### config.mk
export PLATFORM = sky130hd
export DESIGN_NAME = trigger_scheduler
export DESIGN_NICKNAME = d
export VERILOG_FILES = /design/src/rtl/trigger_scheduler.sv
export SDC_FILE = /design/constraint.sdc
export NUM_CORES = 1
export LEC_CHECK = 0
export CAP_MARGIN = 20
export CORE_ASPECT_RATIO = 1.25
export CORE_MARGIN = 2
export CORE_UTILIZATION = 45
export CTS_CLUSTER_SIZE = 12
export DETAILED_ROUTE_END_ITERATION = 10
export GPL_ROUTABILITY_DRIVEN = 1
export PLACE_DENSITY = 0.8
export SETUP_SLACK_MARGIN = 0.02
export SYNTH_ARGS = -nofsm -noshare
export SYNTH_HDL_FRONTEND = slang
export SYNTH_SLANG_ARGS = --single-unit
### constraint.sdc
create_clock -name clk -period 1.8 [get_ports clk]
set_input_delay 0.36 -clock clk [delete_from_list [all_inputs] [get_ports clk]]
set_output_delay 0.36 -clock clk [all_outputs]
set_load 0.05 [all_outputs]
### src/rtl/trigger_scheduler.sv
// trigger_scheduler: round-robin arbiter for edge-triggered requests; each grant waits a
// sampled delay, then emits a one-cycle one-hot trigger for the granted channel.
module trigger_scheduler #(
  parameter int NUM_REQ = 4,
  parameter int CNT_W = 8,
  localparam int ID_W = NUM_REQ > 1 ? $clog2(NUM_REQ) : 1
) (
  input  logic               clk,
  input  logic               rst_n,
  input  logic [NUM_REQ-1:0] enable,
  input  logic [CNT_W-1:0]   delay,
  input  logic               abort,
  output logic [NUM_REQ-1:0] trigger,
  output logic               busy,
  output logic [ID_W-1:0]    active_id,
  output logic [NUM_REQ-1:0] pending,
  output logic               dropped
);
  typedef enum logic [1:0] {IDLE, COUNT, FIRE} state_t;
  state_t state, state_d;
  logic [CNT_W-1:0] cnt, cnt_d;
  logic [NUM_REQ-1:0] enable_q, request, grant, trigger_d;
  logic [ID_W-1:0] last_grant, last_d, id_d, winner, cand;
  logic found;
  assign request = enable & ~enable_q;
  assign busy = state != IDLE;
  // first pending channel at or after last_grant+1, wrapping
  always_comb begin
    winner = last_grant;
    cand = '0;
    found = 1'b0;
    for (int k = 1; k <= NUM_REQ; k++) begin
      cand = ID_W'((int'(last_grant) + k) % NUM_REQ);
      if (!found && pending[cand]) begin
        winner = cand;
        found = 1'b1;
      end
    end
  end
  always_comb begin
    state_d = state;
    cnt_d = cnt;
    id_d = active_id;
    last_d = last_grant;
    grant = '0;
    trigger_d = '0;
    case (state)
      IDLE: if (found) begin
        grant[winner] = 1'b1;
        id_d = winner;
        last_d = winner;
        cnt_d = delay;
        state_d = COUNT;
      end
      COUNT: if (abort) state_d = IDLE;
        else if (cnt == '0) begin
          state_d = FIRE;
          trigger_d[active_id] = 1'b1;
        end else cnt_d = cnt - CNT_W'(1);
      default: state_d = IDLE;
    endcase
  end
  always_ff @(posedge clk or negedge rst_n)
    if (!rst_n) begin
      state <= IDLE;
      cnt <= '0;
      trigger <= '0;
      pending <= '0;
      dropped <= 1'b0;
      active_id <= '0;
      enable_q <= '0;
      last_grant <= ID_W'(NUM_REQ - 1);
    end else begin
      state <= state_d;
      cnt <= cnt_d;
      trigger <= trigger_d;
      pending <= (pending | request) & ~grant;
      dropped <= dropped | |(request & pending);
      active_id <= id_d;
      enable_q <= enable;
      last_grant <= last_d;
    end
endmodule

# Word level (Yosys, flattened, before mapping)
# Index checks and enable logic that the tools add are counted.
# classes
add_sub_neg	5
magnitude_cmp	8
eq_ne	5
muxes	33
bitwise_logic	7
reduce_logical	16
# op_table
cell	count
$mux W8	3
$mux W4	5
$lt A2 B3 Y1 const B	6
$pmux W8 S2	1
$mux W2	7
$and A4 B4 Y4	3
$mux W1	10
$bmux W1 S2	4
$logic_not A8 Y1	1
$not A4 Y4	2
$sub A8 B1 Y8 const B	1
$ne A2 B2 Y1 const B	3
$logic_and A1 B1 Y1	5
$add A2 B1 Y2 const B	2
$add A2 B2 Y2 const B	2
$demux W1 S2	2
$ge A2 B1 Y1 const B	2
$or A4 B4 Y4	1
$pmux W2 S2	1
$reduce_and A2 Y1	2
$reduce_and A4 Y1	1
$reduce_bool A2 Y1	2
$reduce_or A4 Y1	1
$logic_not A1 Y1	3
other kinds (4)	4
# totals
regBits	27
wordCells	82
out_inout_bits	12

# Depth between registers and ports, before layout
# depth
ltp_word	21
ltp_mapped	8
depth_no_buf	6

# Worst setup path before layout
# Ideal clock, no wire load.
# synth_timing
path_kind	register to register
startpoint	reg pending[2]
endpoint	reg cnt[4]
stages_incl_launch_ff	6
setup_time_ns	0.063
t_arrival_ns	1.719
t_required_ns	1.737
slack_ns	0.019
path_cell_list	dfrtp_1 -> o41ai_4 -> and2_4 -> buf_6 -> inv_6 -> o2bb2a_4
# synth_via
elab_chain_cells	14
word_cells_on_any_way	20
cone_classes	eq/ne: 1; mux: 12; reduce/logical: 7
# synth_lines
element	line	text
start, declared	16	output logic [NUM_REQ-1:0] pending,
start signal, assigned	77	pending <= (pending | request) & ~grant;
$bmux W1 S2	34	if (!found && pending[cand]) begin
$mux W1 (implied by the code)	34	
$mux W1	34	
$logic_not A1 Y1	34	
$logic_and A1 B1 Y1	34	
$mux W1	34	
$logic_not A1 Y1	34	
$logic_and A1 B1 Y1	34	
$mux W1	34	
$logic_not A1 Y1	34	
$logic_and A1 B1 Y1	34	
$mux W1 *	34	
$ne A2 B2 Y1 (no source line) *	n/a	
$reduce_and A4 Y1 (no source line) *	n/a	
end signal, assigned	75	cnt <= cnt_d;
end, declared	21	logic [CNT_W-1:0] cnt, cnt_d;
# Mark *: on every way between the ends. The rest lies on a longest branch, timed or not. The select of a mux whose other input is x is not followed.
# A chain may end at the register's enable or synchronous reset.

# Worst setup path after layout
# layout_timing
startpoint	reg cnt[0]
endpoint	reg cnt[2]
# layout_via
elab_chain_cells	4
word_cells_on_any_way	7
cone_classes	add/sub: 1; eq/ne: 1; mux: 3; reduce/logical: 2
# layout_lines
element	line	text
$sub A8 B1 Y8	59	end else cnt_d = cnt - CNT_W'(1);
$mux W8	56	else if (cnt == '0) begin
$mux W8	55	COUNT: if (abort) state_d = IDLE;
$pmux W8 S2	47	case (state)
# Several ways; a longest one is shown, not always the timed one. The select of a mux whose other input is x is not followed.

==> results.yml <==
status:
  status: "finished clean"
synthesis:
  ys_types: 38
  yosysWarningCount: 0
  yosysSeqAreaShare: 0.5005
  yosys_register_bits: 27
  synth_area_sq_mm: 0.001355
  syn_nets: 147
  avgSynthCellArea_sq_um: 10.42
  synth_common_cells: "25 x dfrtp_1, 12 x a21oi_1, 10 x nor2_1"
  synth_edf_count: 0
  synth_ff_type: "dfrtp_1"
  yosys.area.top_type: "dfrtp_1"
  syn_inst: 130
  synth_async_sr_flop_share: 1.000
  ys_top_cells_by_area: "dfrtp_1 46%, a21oi_1 4.4%, dfstp_2 3.9%, o2bb2a_4 3.0%, nor2_1 2.8%"
  synth_top_area_share: 0.4617
  synth.most_common_cell: "dfrtp_1"
sta:
  skew_ns: 0.001505
  hold_viol: 0
  finalSetupTns_ns: 0
  finalCritPeriodShare: 0.9148
  period_needed_ns: 1.647
  setup_viol: 0
  tightest_slew_ns: 0.3550
  fmax_mhz: 607.3
  timing.final.max_slew_violations: 0
  relSlewSlack: 0.7614
  rsz0062_at_grt: "no"
power:
  power_frac_clock: 0.082
  total_power_w: 0.003004
  switchingPower_w: 0.001394
  p_seq_frac: 0.362
  netSwitchingFraction: 0.4640
  peakVddDrop_uv: 1117
  p_int_w: 0.001610
  p_per_area_mw_per_mm2: 1803
  comb_power_share: 0.556
  p_leak_nw: 0.7345
grt:
  grt_pass1_wl_microns: 4457
  grt_usage: 0.1742
  grt_pass1_vias: 1002
  antenna_found_initial: 0
  grt_start_max_net_pins: 28
  gr-total-overflow: 0
floorplan:
  die-area_sq_mm: 0.003469
  io_pins: 27
  fp-row-count: 22
  core-area_sq_mm: 0.002918
  start_util: 0.4644
  die_x_microns: 53.08
  die_y_microns: 65.35
clock_network:
  clk_latency_ns: 0.31
  cts_sinks: 27
  clockRootBuffer: "clkbuf_4"
  cts_hold_buf: 0
  cts_tree: "yes"
  cts_max_level: 1
  cts_made_buffers: 3
  clkTransAtPathRegs_ns: 0.13
  cts_buffer_depth: 2
detailed_routing:
  ant_nets: 0
  drtIter0Drc: 52
  drc_errors: 0
  dr.pass1.iters: 4
  routed_wirelength_microns: 2760
  viasPerCell: 5.706
  wire_per_inst_microns: 14.01
  vias: 1124
layout:
  finish.instance_area_sq_mm: 0.001667
  final_nets: 179
  layout-drive-gt1-share: 0.2112
  area_growth_pct: 22.99
  fillers: 273
  n_antenna_cell: 0
  fin_cells: 197
critical_path:
  worstSetupPathType: "register to register"
  rr_worst_depth: 5
  slowest_stage: "a311o_2"
  cp.arrival_ns: 1.86
  rr_endpoint: "cnt[2]"
  rr_startpoint: "cnt[0]"
  required_ns: 2.01
  path_cells: "inv_1 -> ha_1 -> a311o_2 -> and2_4 -> o22a_1"
  startpoint_type: "register"
  crit_fanout: 9
  endpoint_kind: "register"
  crit_family: "compound AO/OA/AOI/OAI gates"
  cpPeakStageDelay_ns: 0.40
  worst-path-stages: 5
  critPathBufInv: 1
  crit_path_start: "cnt[0]"
  reg2reg_slack_ns: 0.15
placement:
  gp_congestion: 0.8123
  portBuffers: 26
  hpwlAfterDp_microns: 2130
  place_area_sq_mm: 0.001639
  dp_cells: 193
run:
  maxCapViolations: 0
min_path:
  hold_class: "input port to asynchronous set/reset pin"
-- routing by layer --
metal  share of wire  global-route usage  vias up
met5               0                   0        -
met4           0.011             0.08333        0
met3           0.058             0.02727        4
met2            0.52              0.2938       40
met1            0.41              0.2128      539
li1                -                   -      541
-- layout by cell type, fill, tap and decap left out, types with 2 or more instances in the layout --
cell type,n
o32a_1,2
a31oi_1,3
clkdlybuf4s50_1,14
clkbuf_4,3
o211ai_1,2
o2bb2a_4,2
nand2b_1,3
nand2_1,5
o22ai_1,3
dfstp_2,2
and3_1,3
nand3_1,5
a22oi_1,3
nor3_1,4
o21ai_0,7
ha_1,2
dfrtp_1,24
a21oi_1,12
inv_1,9
nor2_1,10
buf_4,20
nor2b_1,5
-- through the flow --
step / setup WS [ns] / hold slack (ns) / util
CTS: 0.02547 / 0.3961 / 0.5708
global route: 0.03272 / 0.4111 / 0.5712
global placement: 0.07830 / 0.4555 / 0.5618
detailed placement: 0.05300 / 0.4580 / 0.5618
floorplan: 0.02662 / 0.06441 / -
finish: 0.1534 / 0.4013 / 0.5712
-- power by group through the flow --
stage	Combinational [W]	Sequential, W	Clock (W)
finish	0.00167	0.00109	0.000247
CTS	0.00167	0.00109	0.000258
floorplan	0.00106	0.00124	0
detailed placement	0.00166	0.00110	0
global route	0.00183	0.00112	0.000299
global placement	0.00161	0.00108	0
-- area by class of cell --
type	count	area [sq um]	area share
Inverter	10	42.54	0.02553
Multi-Input combinational cell	86	583.1	0.3498
Tap cell	36	45.04	0.02703
Timing Repair Buffer	34	290.3	0.1742
Clock buffer	4	26.28	0.01577
Sequential cell	27	679.4	0.4077
-- kinds of logic (layout without fill, tap and decap cells) --
| kind of cell | count (synthesis) | count (layout) | synth area share |
|---|---|---|---|
| AO/OA/AOI/OAI | 44 | 44 | 0.2512 |
| AND/OR/NAND/NOR | 39 | 39 | 0.1514 |
| flip-flops | 27 | 27 | 0.5005 |
| buffers and inverters | 17 | 48 | 0.07017 |
| adder cells (fa/ha/maj) | 2 | 2 | 0.01846 |
| multiplexers | 1 | 1 | 0.008310 |
-- worst max-delay path by stage --
stage            endpoint
6_report           cnt[2]
5_1_grt            cnt[7]
4_1_cts            cnt[4]
3_5_place_dp       cnt[2]
3_3_place_gp       cnt[2]
2_1_floorplan  pending[0]
-- state kept, by name (all words and copies together), names as in the netlist --
register and flops:
cnt 8, enable_q 4, pending 4, trigger 4
active_id 2, last_grant 2, state 2, dropped 1
-- what timing repair did --
| action | CTS | global route |
|---|---|---|
| gates resized for setup | 0 | 1 |
| endpoints found under the setup margin | 0 | 4 |
| setup buffers | 0 | 0 |
| endpoints found under the hold margin | 0 | 0 |
No activity file was read; power rests on OpenSTA's default activity.
==> variant 1, RTL diff (config.mk and constraints unchanged) <==
The 3 states of `state_t` get a one-hot encoding in 3 bits.
--- a/src/rtl/trigger_scheduler.sv
+++ b/src/rtl/trigger_scheduler.sv
@@ -16,7 +16,7 @@
   output logic [NUM_REQ-1:0] pending,
   output logic               dropped
 );
-  typedef enum logic [1:0] {IDLE, COUNT, FIRE} state_t;
+  typedef enum logic [2:0] {IDLE = 3'b001, COUNT = 3'b010, FIRE = 3'b100} state_t;
   state_t state, state_d;
   logic [CNT_W-1:0] cnt, cnt_d;
   logic [NUM_REQ-1:0] enable_q, request, grant, trigger_d;
Formal check against the unedited RTL: no difference found for any inputs over 10 cycles, from zero or initial values and one cycle with rst_n low; not proved beyond that.
==> variant 1 against the unedited design <==
The run now ends with negative setup slack left. Non-clock buffer count rose by 19. Area after synthesis is 1.1% lower. Design area grew 15%. Cell count increased by 10%. Routed wire length rose by 16%. Global-route usage grew 2.9 points. Combinational power increased by 23%. Sequential cell count is 1 higher. Power rose by 17%. Sequential share of layout area down 3.9 points. Setup slack lost 0.25 ns. Core utilization rose by 9.1 points. Highest routed layer unchanged.
==> variant 1: results (changes against the unedited design) <==
The clock latency at the later pin of the worst-skew pair came out at 0.33 ns (was 0.31 ns). The routability congestion estimate came out at 0.8658 (was 0.8123). The data arrival time of the critical path came to 1.53 ns (was 1.86 ns). The non-filler instance count after layout is 217 (was 197). Leading post-synthesis cells by cell area: dfrtp_1 47%, dfstp_2 5.9%, a21oi_1 3.0%, o21ai_0 3.0%, nor2_1 2.8% (was dfrtp_1 46%, a21oi_1 4.4%, dfstp_2 3.9%, o2bb2a_4 3.0%, nor2_1 2.8%).

The number of setup violations in the final report is 4 (was 0). The worst setup margin was -0.09344 ns (was 0.1534 ns). The worst-path maximum fanout came out at 2 (was 9).

The post-synth net total is 146 (was 147). The summed negative setup slack over all endpoints came out at -0.2399 ns (was 0 ns). The count of cells along the worst register-to-register path is 7 (was 5). The worst IR drop on VDD is 1.338 mV (was 1.117 mV).

Synth top cells by count: 25 x dfrtp_1, 10 x nor2_1, 8 x a21oi_1, 8 x o21ai_0, 7 x inv_1 (was 25 x dfrtp_1, 12 x a21oi_1, 10 x nor2_1). The worst setup slack before clock tree synthesis came out at -0.1116 ns (was 0.05300 ns). The static leakage power came out at 0.8462 nW (was 0.7345 nW).

The start of the worst register-to-register path is cnt[1] (was cnt[0]). The number of distinct library cells after synthesis came out at 43 (was 38). Status: complete, but fails checks (was completed).

The total routed wirelength is 3195 um (was 2760 um). The mean number of vias per cell came to 5.479 (was 5.706). The worst clock skew is 0.009621 ns (was 0.001505 ns). The maximum number of pins on one net before global-route repair came out at 29 (was 28).

The sequential area share after synthesis is 0.5257 (was 0.5005). The number of global-route vias before repair came to 1240 (was 1002). The clock-pin transition on the worst setup and hold timing paths is 0.15 ns (was 0.13 ns). The wire length of the first global-routing pass was 5271 um (was 4457 um). The checks that failed: negative setup slack. The number of nets at the end of the flow came out at 198 (was 179). The capture point of the worst reg-to-reg path is cnt[1] (was cnt[2]).

The detailed placement HPWL is 2314 um (was 2130 um).
variant 1: timing repair:
action,4_1_cts,5_1_grt
endpoints found under the setup margin,15,16
pin swaps,3,3
setup buffers,3,2
resized for setup,10,9
variant 1: cell families (layout without fill, tap and decap cells):
family / count (synthesis) / after routing / share of synthesized area
compound gates: 39 / 39 / 0.2092
fa+ha+maj: 1 / 1 / 0.009336
buf+inv: 14 / 65 / 0.04669
flops: 28 / 28 / 0.5257
mux: 2 / 2 / 0.01960
simple gates: 46 / 46 / 0.1896
variant 1: worst max path at each step:
| stage | startpoint | endpoint | slack (ns) | cells after the start |
|---|---|---|---|---|
| 2_1_floorplan | state[0] | cnt[1] | -0.28 | 7 |
| 3_3_place_gp | abort | cnt[1] | -0.1 | 7 |
| 3_5_place_dp | abort | cnt[1] | -0.11 | 7 |
| 4_1_cts | state[0] | busy | -0.1 | 3 |
| 5_1_grt | cnt[1] | cnt[1] | -0.14 | 7 |
| 6_report | state[0] | busy | -0.09 | 3 |
variant 1: cell type report:
| cell class | count | area (um2) |
|---|---|---|
| clock buffer | 3 | 22.52 |
| multi-input combinational | 88 | 626.9 |
| inverter | 8 | 32.53 |
| clock inverter | 1 | 30.03 |
| sequential | 28 | 704.4 |
| timing repair buffer | 53 | 451.7 |
| fill | 229 | 977.2 |
| tap | 36 | 45.04 |
variant 1: critical path, cell delays in order (launching register included):
cell     delay, ns
dfstp_2       0.56
or3b_4        0.38
buf_6         0.13
buf_8         0.14
variant 1: metal layers:
| layer | track usage | part of all wire |
|---|---|---|
| met5 | 0 | 0 |
| met4 | 0.05769 | 0.011 |
| met3 | 0.01382 | 0.037 |
| met2 | 0.3781 | 0.53 |
| met1 | 0.2443 | 0.42 |
variant 1: power by group through the flow:
stage / registers, W / clock network, W / logic (W)
after detailed placement: 0.00107 / 0 / 0.00182
after global placement: 0.00105 / 0 / 0.00177
final: 0.00107 / 0.000406 / 0.00205
after global routing: 0.00110 / 0.000442 / 0.00221
after CTS: 0.00106 / 0.000411 / 0.00196
after floorplan: 0.00125 / 0 / 0.000989
variant 1: per-stage QoR:
| stage | util | hold WS [ns] |
|---|---|---|
| global placement | 0.6074 | 0.4566 |
| finish | 0.6619 | 0.3867 |
| CTS | 0.6450 | 0.3986 |
| floorplan | - | 0.06441 |
| detailed placement | 0.6074 | 0.4749 |
| global route | 0.6619 | 0.4116 |
==> variant 2, RTL diff (config.mk and constraints unchanged) <==
Without the edit above. `CNT_W`: 8 -> 6.
--- a/src/rtl/trigger_scheduler.sv
+++ b/src/rtl/trigger_scheduler.sv
@@ -2,7 +2,7 @@
 // sampled delay, then emits a one-cycle one-hot trigger for the granted channel.
 module trigger_scheduler #(
   parameter int NUM_REQ = 4,
-  parameter int CNT_W = 8,
+  parameter int CNT_W = 6,
   localparam int ID_W = NUM_REQ > 1 ? $clog2(NUM_REQ) : 1
 ) (
   input  logic               clk,
Interface: changed (resized delay); port bits go from 27 to 25. The function was not compared with the original's and may differ.
==> variant 2 against the unedited design <==
Routed wire length shrank 17%. Worst hold slack lost 0.0084 ns. Area after synthesis shrank 14%. Setup slack gained 0.0094 ns. Die area shrank 13%. Sequential cell count shrank 2. Design area shrank 13%. Power shrank 18%. Cell count shrank 15%. Sequential power shrank 11%.
==> variant 2: results (changes against the unedited design) <==
Status: completed (unchanged). The transition at the pin with the smallest max-transition slack came to 0.5044 ns (was 0.3550 ns). The sequential area share after synthesis is 0.5380 (was 0.5005). The family of cells with the greatest summed delay on the critical path is flip-flops (was compound AO/OA/AOI/OAI gates).

The number of nets at the end of the flow came out at 150 (was 179). The largest stage delay on the critical path is 0.43 ns (was 0.40 ns). The post-synthesis share of cell area spent on full adders, half adders and majority gates came to 0.02144 (was 0.01847).

The worst IR drop on VDD came out at 0.9910 mV (was 1.117 mV). The multi-input combinational cell area is 503.0 um2 (was 583.1 um2). The power per cell area was 1698 nW/um2 (was 1803 nW/um2). The cell at the slowest stage of the critical path is dfrtp_1 (was a311o_2).

The number of violations reported at the end of detailed-routing iteration 0 came out at 19 (was 52). The number of buffer cells added on primary ports is 24 (was 26). The capture point of the worst reg-to-reg path was cnt[1] (was cnt[2]). The data arrival time of the critical path came to 1.28 ns (was 1.86 ns).

The total routed wirelength is 2280 um (was 2760 um). The standard cell area after detailed placement is 1424 um2 (was 1639 um2). The wire length of the first global-routing pass is 3946 um (was 4457 um). The number of tapcells is 33 (was 36). The global router's overall resource usage is 0.1723 (was 0.1742).

The routability congestion estimate came out at 0.7959 (was 0.8123). The share of cells above drive strength 1 came out at 0.2015 (was 0.2112). The count of cells along the worst register-to-register path is 4 (was 5).

The detailed placement HPWL is 1782 um (was 2130 um). Leading post-synthesis cells by cell area: dfrtp_1 49%, dfstp_2 4.5%, a21oi_1 3.9%, nor2_1 3.5%, nor2b_1 3.2% (was dfrtp_1 46%, a21oi_1 4.4%, dfstp_2 3.9%, o2bb2a_4 3.0%, nor2_1 2.8%). The non-clock buffer instance count of the final layout came to 28 (was 34). The layout filler cell count came out at 220 (was 273). The buffering overhead came out at 0.1655 (was 0.1742). The worst clock skew came out at 0.01315 ns (was 0.001505 ns). The clock network area share is 0.01897 (was 0.01577). The post-synthesis compound-gate area fraction is 0.1983 (was 0.2512). The flip-flop count of the largest register, all copies and words added came out at 6 (was 8). Synth top cells by count: 23 x dfrtp_1, 11 x nor2_1, 9 x a21oi_1 (was 25 x dfrtp_1, 12 x a21oi_1, 10 x nor2_1). The post-synth net total came to 121 (was 147). The setup slack of the worst register-to-register path is 0.17 ns (was 0.15 ns).

The static leakage power was 0.6415 nW (was 0.7345 nW). The mean number of vias per cell came out at 5.497 (was 5.706). The fraction of area in registers is 0.4328 (was 0.4077). The count of inverters other than clock inverters in the layout is 3 (was 10).
-- variant 2: layer usage --
metal,part of all wire,GRT usage
met4,0.011,0.07937
met5,0,0
met2,0.52,0.3238
met3,0.034,0.02709
met1,0.43,0.1933
-- variant 2: report_power, final --
group	switching, W	internal (W)
logic	0.000763	0.000490
clock network	0.000159	0.0000829
registers	0.000219	0.000750
-- variant 2: stage by stage --
step / std cells / hold slack [ns] / worst slack (ns)
after global placement: 163 / 0.4607 / 0.1961
after floorplan: 106 / 0.06441 / 0.2394
final: 167 / 0.3929 / 0.1629
after global routing: 167 / 0.4245 / 0.08346
after CTS: 167 / 0.3952 / 0.1546
after detailed placement: 163 / 0.4662 / 0.1588
-- variant 2: worst max path at each step --
stage                  to  slack [ns]     start
2_1_floorplan  pending[2]        0.24  state[0]
3_3_place_gp       cnt[1]        0.20     abort
3_5_place_dp       cnt[1]        0.16     abort
4_1_cts              busy        0.15  state[0]
5_1_grt            cnt[1]        0.08  state[0]
6_report             busy        0.16  state[0]
